File: src/rtl/cfg_writer_pkg.sv
`default_nettype none
// ============================================================================
// Module   : cfg_writer_pkg
// Brief    : Shared state codes, CRC constants and widths for cfg_word_writer.
// Revision : 1.0
// ============================================================================
package cfg_writer_pkg;

    localparam int BYTE_IDX_W = 2;
    localparam int WORD_CNT_W = 16;
    localparam int STATE_W    = 3;
    localparam int TMR_W      = 16;

    localparam logic [STATE_W-1:0] ST_IDLE    = 3'd0;
    localparam logic [STATE_W-1:0] ST_COLLECT = 3'd1;
    localparam logic [STATE_W-1:0] ST_SETUP   = 3'd2;
    localparam logic [STATE_W-1:0] ST_STROBE  = 3'd3;
    localparam logic [STATE_W-1:0] ST_HOLD    = 3'd4;
    localparam logic [STATE_W-1:0] ST_CRC_RX  = 3'd5;
    localparam logic [STATE_W-1:0] ST_DONE    = 3'd6;
    localparam logic [STATE_W-1:0] ST_ERR     = 3'd7;

    localparam logic [15:0] CRC_POLY = 16'h1021;
    localparam logic [15:0] CRC_INIT = 16'hFFFF;

endpackage
`default_nettype wire

File: src/rtl/crc16_ccitt_byte.sv
`default_nettype none
// ============================================================================
// Module   : crc16_ccitt_byte
// Brief    : Combinational CRC-16/CCITT-FALSE next value for one byte, MSB first.
//            Present only when SAUBER_CFG_CRC_EN is defined.
// Revision : 1.0
// ============================================================================
`ifdef SAUBER_CFG_CRC_EN
module crc16_ccitt_byte
    import cfg_writer_pkg::*;
(
    input  logic [15:0] crc_i,
    input  logic [7:0]  data_i,
    output logic [15:0] crc_o
);

    logic [15:0] c;

    always_comb begin
        c = crc_i ^ {data_i, 8'h00};
        for (int i = 0; i < 8; i++) begin
            c = c[15] ? ((c << 1) ^ CRC_POLY) : (c << 1);
        end
        crc_o = c;
    end

endmodule
`endif
`default_nettype wire

File: src/rtl/cfg_word_writer.sv
`default_nettype none
// ============================================================================
// Module   : cfg_word_writer
// Brief    : Packs a byte stream big-endian into 32-bit words and drives the
//            self-write port with setup/strobe/hold spacing. Optional trailing
//            CRC check is enabled by SAUBER_CFG_CRC_EN.
// Revision : 1.0
// ============================================================================
module cfg_word_writer
    import cfg_writer_pkg::*;
#(
    parameter int NUM_BYTES = 21140,
    parameter int SETUP_CYC = 2,
    parameter int HOLD_CYC  = 2
)
(
    input  logic        CLK,
    input  logic        rst_sync_cfg,
    input  logic        start,
    input  logic [7:0]  byte_data,
    input  logic        byte_valid,
    output logic        byte_ready,
    output logic [31:0] SelfWriteData,
    output logic        SelfWriteStrobe,
    output logic        busy,
    output logic        done,
    output logic        err,
    output logic [15:0] word_cnt
);

    if (NUM_BYTES <= 0 || (NUM_BYTES % 4) != 0) begin : g_chk_num_bytes
        $error("cfg_word_writer: NUM_BYTES must be a nonzero multiple of 4");
    end
    if ((NUM_BYTES / 4) > 65535) begin : g_chk_word_cnt
        $error("cfg_word_writer: NUM_BYTES/4 must fit in 16 bits");
    end
    if (SETUP_CYC < 1 || SETUP_CYC > 65536) begin : g_chk_setup
        $error("cfg_word_writer: SETUP_CYC out of range");
    end
    if (HOLD_CYC < 1 || HOLD_CYC > 65536) begin : g_chk_hold
        $error("cfg_word_writer: HOLD_CYC out of range");
    end

    localparam logic [WORD_CNT_W-1:0] NUM_WORDS  = WORD_CNT_W'(NUM_BYTES / 4);
    localparam logic [TMR_W-1:0]      SETUP_LAST = TMR_W'(SETUP_CYC - 1);
    localparam logic [TMR_W-1:0]      HOLD_LAST  = TMR_W'(HOLD_CYC - 1);

    logic [STATE_W-1:0]    state_q,    state_d;
    logic [BYTE_IDX_W-1:0] byte_idx_q, byte_idx_d;
    logic [23:0]           pack_q,     pack_d;
    logic [31:0]           data_q,     data_d;
    logic [WORD_CNT_W-1:0] word_cnt_q, word_cnt_d;
    logic [TMR_W-1:0]      tmr_q,      tmr_d;

    logic w_accept;
    logic w_session_start;

    assign w_accept        = byte_valid && byte_ready;
    assign w_session_start = start && ((state_q == ST_IDLE) || (state_q == ST_DONE) ||
                                       (state_q == ST_ERR));

`ifdef SAUBER_CFG_CRC_EN
    logic [15:0] crc_q, crc_d;
    logic [15:0] w_crc_next;

    crc16_ccitt_byte u_crc (
        .crc_i  (crc_q),
        .data_i (byte_data),
        .crc_o  (w_crc_next)
    );

    // Only payload bytes feed the CRC; the two trailing CRC bytes do not.
    always_comb begin
        crc_d = crc_q;
        if (w_session_start) begin
            crc_d = CRC_INIT;
        end else if (state_q == ST_COLLECT && w_accept) begin
            crc_d = w_crc_next;
        end
    end

    always_ff @(posedge CLK) begin
        if (rst_sync_cfg) begin
            crc_q <= CRC_INIT;
        end else begin
            crc_q <= crc_d;
        end
    end
`endif

    always_comb begin
        state_d    = state_q;
        byte_idx_d = byte_idx_q;
        pack_d     = pack_q;
        data_d     = data_q;
        word_cnt_d = word_cnt_q;
        tmr_d      = tmr_q;

        case (state_q)
            ST_IDLE, ST_DONE, ST_ERR: begin
                if (w_session_start) begin
                    state_d    = ST_COLLECT;
                    byte_idx_d = '0;
                    word_cnt_d = '0;
                end
            end
            ST_COLLECT: begin
                if (w_accept) begin
                    if (byte_idx_q == 2'd3) begin
                        data_d     = {pack_q, byte_data};
                        byte_idx_d = '0;
                        tmr_d      = '0;
                        state_d    = ST_SETUP;
                    end else begin
                        pack_d     = {pack_q[15:0], byte_data};
                        byte_idx_d = byte_idx_q + 2'd1;
                    end
                end
            end
            ST_SETUP: begin
                if (tmr_q == SETUP_LAST) begin
                    tmr_d   = '0;
                    state_d = ST_STROBE;
                end else begin
                    tmr_d = tmr_q + 16'd1;
                end
            end
            ST_STROBE: begin
                word_cnt_d = word_cnt_q + 16'd1;
                tmr_d      = '0;
                state_d    = ST_HOLD;
            end
            ST_HOLD: begin
                if (tmr_q == HOLD_LAST) begin
                    tmr_d = '0;
                    if (word_cnt_q == NUM_WORDS) begin
`ifdef SAUBER_CFG_CRC_EN
                        state_d = ST_CRC_RX;
`else
                        state_d = ST_DONE;
`endif
                    end else begin
                        state_d = ST_COLLECT;
                    end
                end else begin
                    tmr_d = tmr_q + 16'd1;
                end
            end
`ifdef SAUBER_CFG_CRC_EN
            // First received CRC byte is parked in the low pack byte.
            ST_CRC_RX: begin
                if (w_accept) begin
                    if (byte_idx_q == 2'd0) begin
                        pack_d[7:0] = byte_data;
                        byte_idx_d  = 2'd1;
                    end else begin
                        byte_idx_d = '0;
                        state_d    = ({pack_q[7:0], byte_data} == crc_q) ? ST_DONE : ST_ERR;
                    end
                end
            end
`endif
            default: begin
                state_d = ST_IDLE;
            end
        endcase
    end

    always_ff @(posedge CLK) begin
        if (rst_sync_cfg) begin
            state_q    <= ST_IDLE;
            byte_idx_q <= '0;
            pack_q     <= '0;
            data_q     <= '0;
            word_cnt_q <= '0;
            tmr_q      <= '0;
        end else begin
            state_q    <= state_d;
            byte_idx_q <= byte_idx_d;
            pack_q     <= pack_d;
            data_q     <= data_d;
            word_cnt_q <= word_cnt_d;
            tmr_q      <= tmr_d;
        end
    end

    assign SelfWriteData   = data_q;
    assign SelfWriteStrobe = (state_q == ST_STROBE);
    assign done            = (state_q == ST_DONE);
    assign word_cnt        = word_cnt_q;

`ifdef SAUBER_CFG_CRC_EN
    assign byte_ready = (state_q == ST_COLLECT) || (state_q == ST_CRC_RX);
    assign busy       = (state_q == ST_COLLECT) || (state_q == ST_SETUP) ||
                        (state_q == ST_STROBE)  || (state_q == ST_HOLD)  ||
                        (state_q == ST_CRC_RX);
    assign err        = (state_q == ST_ERR);
`else
    assign byte_ready = (state_q == ST_COLLECT);
    assign busy       = (state_q == ST_COLLECT) || (state_q == ST_SETUP) ||
                        (state_q == ST_STROBE)  || (state_q == ST_HOLD);
    assign err        = 1'b0;
`endif

endmodule
`default_nettype wire

File: config.mk
export PLATFORM = sky130hd
export DESIGN_NAME = cfg_word_writer
export DESIGN_NICKNAME = d
export VERILOG_FILES = /design/src/rtl/cfg_writer_pkg.sv /design/src/rtl/crc16_ccitt_byte.sv /design/src/rtl/cfg_word_writer.sv
export SDC_FILE = /design/constraint.sdc
export NUM_CORES = 1
export LEC_CHECK = 0
export BUFFER_PORTS_ARGS = -buffer_cell sky130_fd_sc_hd__buf_2
export CAP_MARGIN = 0
export CORE_MARGIN = 2
export CORE_UTILIZATION = 51
export DETAILED_ROUTE_END_ITERATION = 10
export GPL_TIMING_DRIVEN = 0
export PLACE_DENSITY_LB_ADDON = 0.12
export SYNTH_ARGS = -nofsm -noshare
export SYNTH_HDL_FRONTEND = slang
export SYNTH_SLANG_ARGS = --single-unit
File: constraint.sdc
create_clock -name CLK -period 2 [get_ports CLK]
set_clock_uncertainty 0.2 [all_clocks]
set_input_delay 0 -clock CLK [delete_from_list [all_inputs] [get_ports CLK]]
set_output_delay 0 -clock CLK [all_outputs]
set_load 0.05 [all_outputs]
## Yosys cells after proc, flatten, opt, wreduce, memory -nomap -nowiden

Index checks and enable logic that the tools add are counted.

| operators by class | value |
|---|---|
| add/sub/neg operators | 3 |
| equality and inequality tests | 14 |
| mux-type cells | 17 |
| bitwise logic cells | 1 |
| reduce and logical (&&, ||, !) cells | 19 |

Operators by type and width:

| operator | number |
|---|---|
| two-way mux 16 bit | 4 |
| case mux 16 bit (3 select lines) | 1 |
| adder 16 x 1 -> 16 bit (second input constant) | 2 |
| case mux 16 bit (2 select lines) | 1 |
| two-way mux 3 bit | 6 |
| == test 16 x 1 -> 1 bit (second input constant) | 1 |
| == test 16 x 13 -> 1 bit (second input constant) | 1 |
| case mux 3 bit (5 select lines) | 1 |
| AND reduction 3 bit | 4 |
| == test 3 bit (second input constant) | 3 |
| == test 3 x 2 -> 1 bit (second input constant) | 2 |
| two-way mux 2 bit | 3 |
| inequality test 2 bit (second input constant) | 3 |
| logical OR 1 bit | 5 |
| AND reduction 5 bit | 1 |
| inequality test 2 x 1 -> 1 bit (second input constant) | 2 |
| case mux 2 bit (2 select lines) | 1 |
| nonzero test 2 bit | 2 |
| == test 3 x 1 -> 1 bit (second input constant) | 1 |
| logical NOT 3 bit | 1 |
| nonzero test 3 bit | 1 |
| OR reduction 3 bit | 1 |
| adder 2 x 1 -> 2 bit (second input constant) | 1 |
| == test 2 bit (second input constant) | 1 |
| 4 further kinds | 5 |

| storage, ports and cells | value |
|---|---|
| register bits | 93 |
| input bits | 12 |
| output and inout bits | 53 |
| logic and storage cells | 60 |

## Longest topological paths before layout

Gate-level depths: netlist of run 1.

| depth | value |
|---|---|
| depth in word-level cells | 6 |
| gate-level depth with buffers | 7 |
| mapped depth without buffers | 6 |

## Worst setup path after synthesis of run 1

OpenSTA, ideal clock, no wires.

| timing | value |
|---|---|
| kind | register to register |
| from | register state_q[1] |
| to | register data_q[28] (netlist: SelfWriteData[28]) |
| library setup time | 0.070 ns |
| arrival | 2.057 ns |
| required time | 1.730 ns |
| slack | -0.327 ns |
| cell stages (with the launch flop) | 8 |
| path buffers | 3 |
| clock period less this slack | 2.327 ns |
| path through | dfxtp_1 > buf_4 > nor3b_2 > and3_1 > clkbuf_1 > buf_2 > nand2_1 > a21oi_1 |

| between the ends | value |
|---|---|
| cells in the longest elaborated chain, start to end | 3 |

Ends and longest elaborated chain:

| item | line | text |
|---|---|---|
| start: declaration | cfg_word_writer.sv:48 | `logic [STATE_W-1:0] state_q, state_d;` |
| start signal: assignment | cfg_word_writer.sv:178 | `state_q <= state_d;` |
| == test 3 x 1 -> 1 bit * | cfg_word_writer.sv:199 | `assign byte_ready = (state_q == ST_COLLECT);` |
| named net byte_ready | cfg_word_writer.sv:22 | `output logic byte_ready,` |
| logical AND 1 bit | cfg_word_writer.sv:58 | `assign w_accept = byte_valid && byte_ready;` |
| AND reduction 3 bit (no source line) * | -- |  |
| end signal: assignment | cfg_word_writer.sv:181 | `data_q <= data_d;` |
| end: declaration | cfg_word_writer.sv:51 | `logic [31:0] data_q, data_d;` |

Mark *: on every way through the listed nets, which the timed path passes. The rest lies on a longest branch.
A chain may end at the register's enable or synchronous reset.

## Worst setup path in the final report of run 1

| timing | value |
|---|---|
| from | register tmr_q[0] |
| to | register tmr_q[14] |

| between the ends | value |
|---|---|
| cells in the longest elaborated chain, start to end | 3 |
| elaborated cells between the ends (all ways) | 4 |
| those cells by class | 1 x add/sub; 1 x eq/ne; 2 x mux |

Ends and longest elaborated chain:

| item | line | text |
|---|---|---|
| start: declaration | cfg_word_writer.sv:53 | `logic [TMR_W-1:0] tmr_q, tmr_d;` |
| start signal: assignment | cfg_word_writer.sv:183 | `tmr_q <= tmr_d;` |
| adder 16 x 1 -> 16 bit / == test 16 x 1 -> 1 bit (equally long branches) | -- |  |
| two-way mux 16 bit * | cfg_word_writer.sv:121, cfg_word_writer.sv:134 |  |
| case mux 16 bit (3 select lines) * | cfg_word_writer.sv:99 | `case (state_q)` |

Mark *: on every way between the ends. The rest lies on a longest branch, timed or not.

==> metrics.md, run 1 <==
| Metric | Value |
|---|---|
| Die W | 94.9 um |
| Clk buf depth | 2 |
| Syn nets | 511 |
| Number of global-route vias before repair | 3,707 |
| RSZ-0062 raised after global routing | yes |
| PwrDens | around 940 nW/um2 |
| Fin crit share | 101% |
| Num CTS Buffers | 9 |
| Via Count | 3,990 |
| # DRC | 0 |
| Hold endpoint | SelfWriteData[3]$_SDFFE_PP0P_ |
| Drt first pass iters | 4 |
| Number of synthesized flops with an enable pin | 0 |
| Vias per cell | 5.59 |
| GRT Total Usage | 24.1% |
| Worst Hold Path Cells | 4 |
| Ys async rst share | 0% |
| Clock-pin slew on the worst setup and hold paths | 0.10 ns |
| Maximum vdd ir drop | between 400 and 500 uV |
| Final slew viol count | 0 |
| Worst EP required | between 2 and 2.5 ns |
| Count of inserted antenna diode cells | 0 |
| Max-Cap Viols | 0 |
| Layout net count | 622 |
| Hold WS | 0.221 ns |
| Synth Area per Inst | 8.52 um2 |
| I/O Buffers | 63 |
| Netlist cell types | 56 |
| Arr. time, crit path | roughly 2.1 ns |
| Worst Min Path Start | byte_data[3] |
| Max Fanout on Critical Path | 4 |
| Filler cells | approximately 710 |
| Setup total negative slack | -0.0197 ns |
| Rel. slew slack | between 50% and 60% |
| Met3 usage in global routing | 3.75% |
| Clock Sinks | 93 |
| Worst reg2reg endpoint | tmr_q[14]$_SDFFE_PP0P_ |
| DR WL/cell | ~15 um |
| Placed Instances | 662 |
| Mapped Cells | 494 |
| Leak | 2.04 nW |
| Most common cell after layout, fill and taps aside | nand2_1 |
| Total Wirelength | between 10 and 15 mm |
| Layout Cells excl Fill | 714 |
| Period minus WS final | 2.02 ns |
| RD Place Congestion | 0.836 |
| Grt total ovfl | 0 |
| Fmax | 496 MHz |
| Largest net degree at the start of global routing | 17 |
| CTS H-Tree Depth | 3 |
| Worst-Margin Slew | 0.628 ns |
| Fin. Hold Viols | 0 |
| CP Capture Type | flip-flop |
| First-pass GRT wire length | 17.4 mm |
| Critical path launch point type | flip-flop |
| Drt initial violations | 190 |
| Highest-count cells in the layout ignoring fill and taps | 117 x nand2_1, 78 x dfxtp_1, 63 x buf_2 |
| Kind of critical path | flip-flop to flip-flop |
| Netlist Area Pre-Place | 4210 um2 |
| Met1 Use GR | 33.2% |
| CTS Root Cell | clkbuf_8 |
| Met2 Use GR | 38.6% |
| Most used routing layer | met2 |
| Layout cells sized above 1 | approximately 28% |
| Final worst setup slack | -0.0170 ns |
| ANT nets after route | 0 |
| Yosys Warn Count | 0 |
| Setup slack, reg-to-reg | -0.02 ns |
| Initial antenna violation count | 0 |
| DIE AREA | 9000 um2 |
| Worst Reg-to-Reg Cells | 6 |
| Die H | 94.9 um |
| Row count | 33 |
| Post-synthesis sequential area ratio | 44.2% |
| CTS tree | done |
| HPWL Detailed | 7.07 mm |
| Failing checks | negative setup slack |
| Crit Reg-Reg Startpoint | tmr_q[0]$_SDFFE_PP0P_ |
| P&R area growth vs syn | 28.7% |
| Status | finished, violations left |
| Min-delay worst type | input pin to flip-flop |
| Core Area | about 8100 um2 |
| Worst skew pair latency | approximately 0.35 ns |
| I/O Pins | 65 |
| Top_reg_cell synth | dfxtp_1 |
| Flops & latches, synth | 93 |
| Endpoints failing setup | 2 |
| Initial Utilization | 52.0% |
[worst max-delay path, stage by stage, from the launching register on]
cell      delay [ns]
dfxtp_4         0.38
ha_4            0.13
and4_4          0.21
nand4_1         0.17
buf_4           0.21
or4_4           0.47
a211oi_2        0.17
[per-stage QoR]
step / utilization [%] / setup WS [ns] / area [um2] / total power, mW
after global placement: 58.3 / -0.236 / 4720 / 3.41
after floorplan: - / 0.00746 / 4270 / 3.14
after detailed placement: 58.3 / -0.275 / 4720 / 3.44
final: 67.0 / -0.0170 / 5420 / 5.08
after CTS: 64.2 / 0.00637 / 5190 / 4.91
after global routing: 67.0 / -0.111 / 5420 / 5.27
[flip-flops by register name (all words and copies together) (netlist names)]
| register | count |
|---|---|
| SelfWriteData | 32 |
| pack_q | 24 |
| tmr_q | 16 |
| word_cnt | 16 |
| state_q | 3 |
| byte_idx_q | 2 |
[how the worst max path moves through the flow]
stage / startpoint / to / cells past startpoint
after floorplan: state_q[1]$_SDFFE_PP0P_ / SelfWriteData[28]$_SDFFE_PP0P_ / 7
after global placement: tmr_q[0]$_SDFFE_PP0P_ / tmr_q[10]$_SDFFE_PP0P_ / 5
after detailed placement: tmr_q[0]$_SDFFE_PP0P_ / tmr_q[10]$_SDFFE_PP0P_ / 5
after CTS: byte_idx_q[0]$_SDFFE_PP0P_ / tmr_q[13]$_SDFFE_PP0P_ / 6
after global routing: tmr_q[1]$_SDFFE_PP0P_ / tmr_q[14]$_SDFFE_PP0P_ / 6
final: tmr_q[0]$_SDFFE_PP0P_ / tmr_q[14]$_SDFFE_PP0P_ / 6
[final cells by class]
class                      count  area (um2)  share of cell area (%)
inverter                      11        41.3                   0.762
clock buffer                   9         124                    2.29
tap                          105         131                    2.42
sequential                    93        1890                    34.8
multi-input combinational    357        2280                    42.1
buffer                        33         236                    4.36
clock inverter                 6        95.1                    1.75
timing repair buffer         100         623                    11.5
[power by group]
| part | switching [mW] | internal [mW] | total (mW) |
|---|---|---|---|
| Sequential | 0.0993 | 1.95 | 2.05 |
| Clock | 0.688 | 0.711 | 1.40 |
| Combinational | 1.00 | 0.634 | 1.63 |
[cells in the mapped netlist, types with 2 or more instances]
| master | count | area share [%] |
|---|---|---|
| o211a_1 | 2 | 0.48 |
| inv_1 | 10 | 0.89 |
| or4_1 | 10 | 1.8 |
| nand4_1 | 19 | 2.8 |
| and4_1 | 4 | 0.83 |
| a311oi_1 | 3 | 0.62 |
| xnor2_1 | 3 | 0.62 |
| a211oi_1 | 7 | 1.2 |
| ha_1 | 5 | 1.5 |
| and2_1 | 2 | 0.30 |
| clkbuf_1 | 19 | 1.7 |
| or3_1 | 2 | 0.30 |
| nand2b_1 | 2 | 0.30 |
| a21o_1 | 2 | 0.36 |
| a311o_1 | 5 | 1.2 |
| buf_4 | 2 | 0.36 |
| buf_6 | 3 | 0.80 |
| o21ai_0 | 2 | 0.24 |
| a31oi_1 | 11 | 1.6 |
| nor3_1 | 5 | 0.59 |
| o31ai_1 | 8 | 1.4 |
| nor4b_1 | 2 | 0.42 |
| nor2_1 | 16 | 1.4 |
| a21oi_1 | 46 | 5.5 |
| or2_2 | 2 | 0.30 |
| o21a_1 | 2 | 0.36 |
| mux2i_1 | 24 | 5.7 |
| buf_2 | 9 | 1.1 |
| nand4b_1 | 4 | 0.83 |
| nand3_1 | 18 | 2.1 |
| nor4_1 | 4 | 0.59 |
| dfxtp_1 | 93 | 44 |
| and3_1 | 5 | 0.74 |
| nand3b_1 | 3 | 0.53 |
| xor2_1 | 3 | 0.62 |
| nand2_1 | 117 | 10 |
[cells by family (layout without fill, tap and decap cells)]
logic type | after synthesis | after routing | synth area share, %
adder cells (fa/ha/maj) | 5 | 5 | 1.49
XOR/XNOR | 6 | 6 | 1.25
other | 1 | 1 | 0.0891
AND/OR/NAND/NOR | 224 | 224 | 26.5
AO/OA/AOI/OAI | 96 | 96 | 15.5
flip-flops | 93 | 93 | 44.2
multiplexers | 25 | 25 | 5.97
buffers and inverters | 44 | 159 | 4.90
[routing by layer]
layer	vias up	share of wire (%)
li1	1990	-
met1	1898	47
met2	92	47
met3	10	4.9
met4	0	0.97
met5	-	0
[timing repair]
action / in CTS / in global routing
setup buffers: 11 / 15
hold buffers: 11 / 0
pin swaps: 7 / 22
resized for setup: 17 / 41
endpoints found under the hold margin: 30 / 0
setup endpoints to repair: 42 / 49
No activity file was read; power rests on OpenSTA's default activity.
==> run 2: changes to the inputs <==
CELL_PAD_IN_SITES_DETAIL_PLACEMENT = 0   (was default)
CELL_PAD_IN_SITES_GLOBAL_PLACEMENT = 1   (was default)
CORE_UTILIZATION = 38   (was 51)
==> run 2 against run 1 <==
Clock-buffer cell count up 1. Clock power shrank 4%. Via count fell by 1.4%. Hold slack lost 0.0086 ns. Global-route usage down 4.8 points. Sequential share of layout area barely moved. Utilization shrank 17 points. The run now ends clean. Die area rose by 33%. Design area grew 0.21%.
==> metrics.md, run 2 (same netlist as run 1, synthesis figures left out) <==
| Metric | Value |
|---|---|
| Status | finished, final reports clean |
| Max-Cap Viols | 0 (unchanged) |
| Clock-pin slew on the worst setup and hold paths | 0.09 ns (about the same) |
| Crit-path cells | ha_4 > and3_4 > o22ai_4 > buf_4 > or4_1 > a211oi_2 |
| Kind of critical path | flip-flop to flip-flop |
| Max FFs per register | 32 (unchanged) |
| Combinational Power Share | 33.0% (+0.8 points) |
| RD Place Congestion | 0.807 (-3.5%) |
| Final core occ | 50.1% (-17 points) |
| Row count | 38 (+15%) |
| P&R area growth vs syn | 29.0% |
| # DRC | 0 (unchanged) |
| Net Sw Frac | 36.0% (+0.86 points) |
| Core Area | 10,800 um2 (+34%) |
| Buf+Inv Stages, Crit Path | 1 (unchanged) |
| Setup total negative slack | 0 ns (+0.0197 ns) |
| Largest net degree at the start of global routing | 17 (unchanged) |
| Num CTS Buffers | 9 (unchanged) |
| Endpoints failing setup | 0 (-2) |
| ANT nets after route | 0 (unchanged) |
| Placed Instances | 697 (+5.3%) |
| Final slew viol count | 0 (unchanged) |
| Worst Min Path Start | byte_data[0] |
| DIE AREA | 11,900 um2 (+33%) |
| Worst path top cell family by delay | simple AND/OR/NAND/NOR gates |
| Worst Hold Path Cells | 4 (unchanged) |
| Initial Utilization | 38.8% (-13 points) |
| Critical path launch point type | flip-flop |
| Clk buf depth | 2 (unchanged) |
| Biggest cell delay along the critical path | 0.53 ns (+0.06 ns) |
| Crit Reg-Reg Startpoint | byte_idx_q[0]$_SDFFE_PP0P_ |
| Fin crit share | 98.2% (-2.6 points) |
| Die W | 109 um (+15%) |
| Worst-Margin Slew | 0.743 ns (+0.115 ns) |
| Grt total ovfl | 0 (unchanged) |
| I/O Pins | 65 (unchanged) |
| Internal power | 3.24 mW (-1.6%) |
| Count of inserted antenna diode cells | 0 (unchanged) |
| Number of global-route vias before repair | 3,625 (-2.2%) |
| Worst EP required | 2.11 ns (+0.03 ns) |
| Worst skew pair latency | 0.39 ns (+0.04 ns) |
| CTS H-Tree Depth | 3 (unchanged) |
| Drt initial violations | 202 (+6.3%) |
| Clock Sinks | 93 (unchanged) |
| Slowest cell on crit path | or4_1 |
| First-pass GRT wire length | 17.8 mm (+2.5%) |
| Filler cells | 1,084 (+53%) |
| CTS tree | done |
| GRT Total Usage | 19.3% (-4.8 points) |
| Worst reg2reg endpoint | tmr_q[9]$_SDFFE_PP0P_ |
| Drt first pass iters | 4 (unchanged) |
| Die H | 109 um (+15%) |
| HPWL Detailed | 7.56 mm (+6.9%) |
| Layout cells sized above 1 | 27.9% (-0.14 points) |
| PwrDens | 933 nW/um2 (-0.46%) |
| Period minus WS final | 1.96 ns (-0.0530 ns) |
| Post-route cell area | 5430 um2 (+0.21%) |
| Switching Power | 1.83 mW (+2.2%) |
| Max Fanout on Critical Path | 5 (+1) |
| Leak | 2.02 nW (-1.0%) |
| Fmax | 509 MHz (+2.7%) |
| CTS Root Cell | clkbuf_8 |
| Clock power share | 26.6% (-0.9 points) |
| Vias per cell | 5.28 (-5.5%) |
| Worst Reg-to-Reg Cells | 6 (unchanged) |
| Setup crit start | byte_idx_q[0]$_SDFFE_PP0P_ |
| Layout Cells excl Fill | 745 (+4.3%) |
| Flop pwr share | 40.4% (about the same) |
| Arr. time, crit path | 2.07 ns (-0.03 ns) |
| Layout net count | 617 (-0.80%) |
| Fin. Hold Viols | 0 (unchanged) |
| Hold endpoint | SelfWriteData[0]$_SDFFE_PP0P_ |
| Total Wirelength | 11.2 mm (+3.6%) |
| Maximum vdd ir drop | 314 uV (-29%) |
| DP Area | 4760 um2 (+0.93%) |
| Most common cell after layout, fill and taps aside | nand2_1 |
| Min-delay worst type | input pin to flip-flop |
| DR WL/cell | 15.1 um (-0.70%) |
| Rel. slew slack | 50.4% (-7.7 points) |
| Highest-count cells in the layout ignoring fill and taps | 117 x nand2_1, 79 x dfxtp_1, 63 x buf_2 |
| Setup slack, reg-to-reg | 0.04 ns (+0.05 ns) |
| I/O Buffers | 63 (unchanged) |
| CP Capture Type | flip-flop |
| RSZ-0062 raised after global routing | yes |
| Via Count | 3,935 (-1.4%) |
| Initial antenna violation count | 0 (unchanged) |
-- run 2: cell types whose count changed in the layout (fill, tap and decap cells not counted), sizes merged --
| cell | change |
|---|---|
| inv | +1 |
| clkbuf | +1 |
| clkinv | +1 |
| buf | -5 |
| clkinvlp | -1 |
| bufinv | -1 |
-- run 2: repair_timing --
action                                  in CTS  in global routing
hold buffers                                11                  0
pin swaps                                    4                  9
buffers inserted                            12                  9
gates resized for setup                     24                 38
endpoints found under the hold margin       35                  0
endpoints found under the setup margin      49                 28
-- run 2: worst max path at each step --
stage,endpoint,slack (ns),cells past startpoint
final,tmr_q[9]$_SDFFE_PP0P_,0.04,6
after detailed placement,tmr_q[12]$_SDFFE_PP0P_,-0.30,5
after floorplan,SelfWriteData[28]$_SDFFE_PP0P_,0.007,7
after global routing,tmr_q[9]$_SDFFE_PP0P_,-0.06,6
after CTS,tmr_q[13]$_SDFFE_PP0P_,0.009,5
after global placement,tmr_q[10]$_SDFFE_PP0P_,-0.27,5
-- run 2: area by class of cell --
cell class	instances	area, um2	share of cell area, %
Clock inverter	6	68.8	1.27
Clock buffer	10	138	2.53
Timing Repair Buffer	95	593	10.9
Sequential cell	93	1890	34.8
Tap cell	140	175	3.23
Buffer	33	231	4.26
Multi-Input combinational cell	357	2290	42.2
Inverter	11	41.3	0.760
-- run 2: power groups by stage --
| stage | registers, mW | clock network [mW] | logic [mW] |
|---|---|---|---|
| after floorplan | 2.06 | 0 | 1.08 |
| final | 2.05 | 1.35 | 1.67 |
| after global routing | 2.06 | 1.46 | 1.77 |
| after CTS | 2.04 | 1.39 | 1.51 |
| after global placement | 2.07 | 0 | 1.39 |
| after detailed placement | 2.08 | 0 | 1.40 |
-- run 2: worst reg2reg max path, cell delays in order (launching register included) --
cell      delay, ns
dfxtp_2        0.37
ha_4           0.13
and3_4         0.20
o22ai_4        0.07
buf_4          0.16
or4_1          0.53
a211oi_2       0.23
-- run 2: routing by layer --
metal  global-route usage (%)  vias to the layer above  wire length (um)
met4                     6.24                        0               131
met3                     4.66                        9               457
li1                         -                     1982                 -
met1                     27.1                     1886              5590
met5                        0                        -                 0
met2                     29.1                       58              5060
-- run 2: metrics by stage --
step | hold WS [ns] | worst slack, ns | power [mW]
finish | 0.213 | 0.0359 | 5.07
floorplan | -0.0640 | 0.00746 | 3.14
global placement | 0.0651 | -0.273 | 3.46
detailed placement | 0.0704 | -0.304 | 3.47
CTS | 0.200 | 0.00883 | 4.94
global route | 0.216 | -0.0554 | 5.30
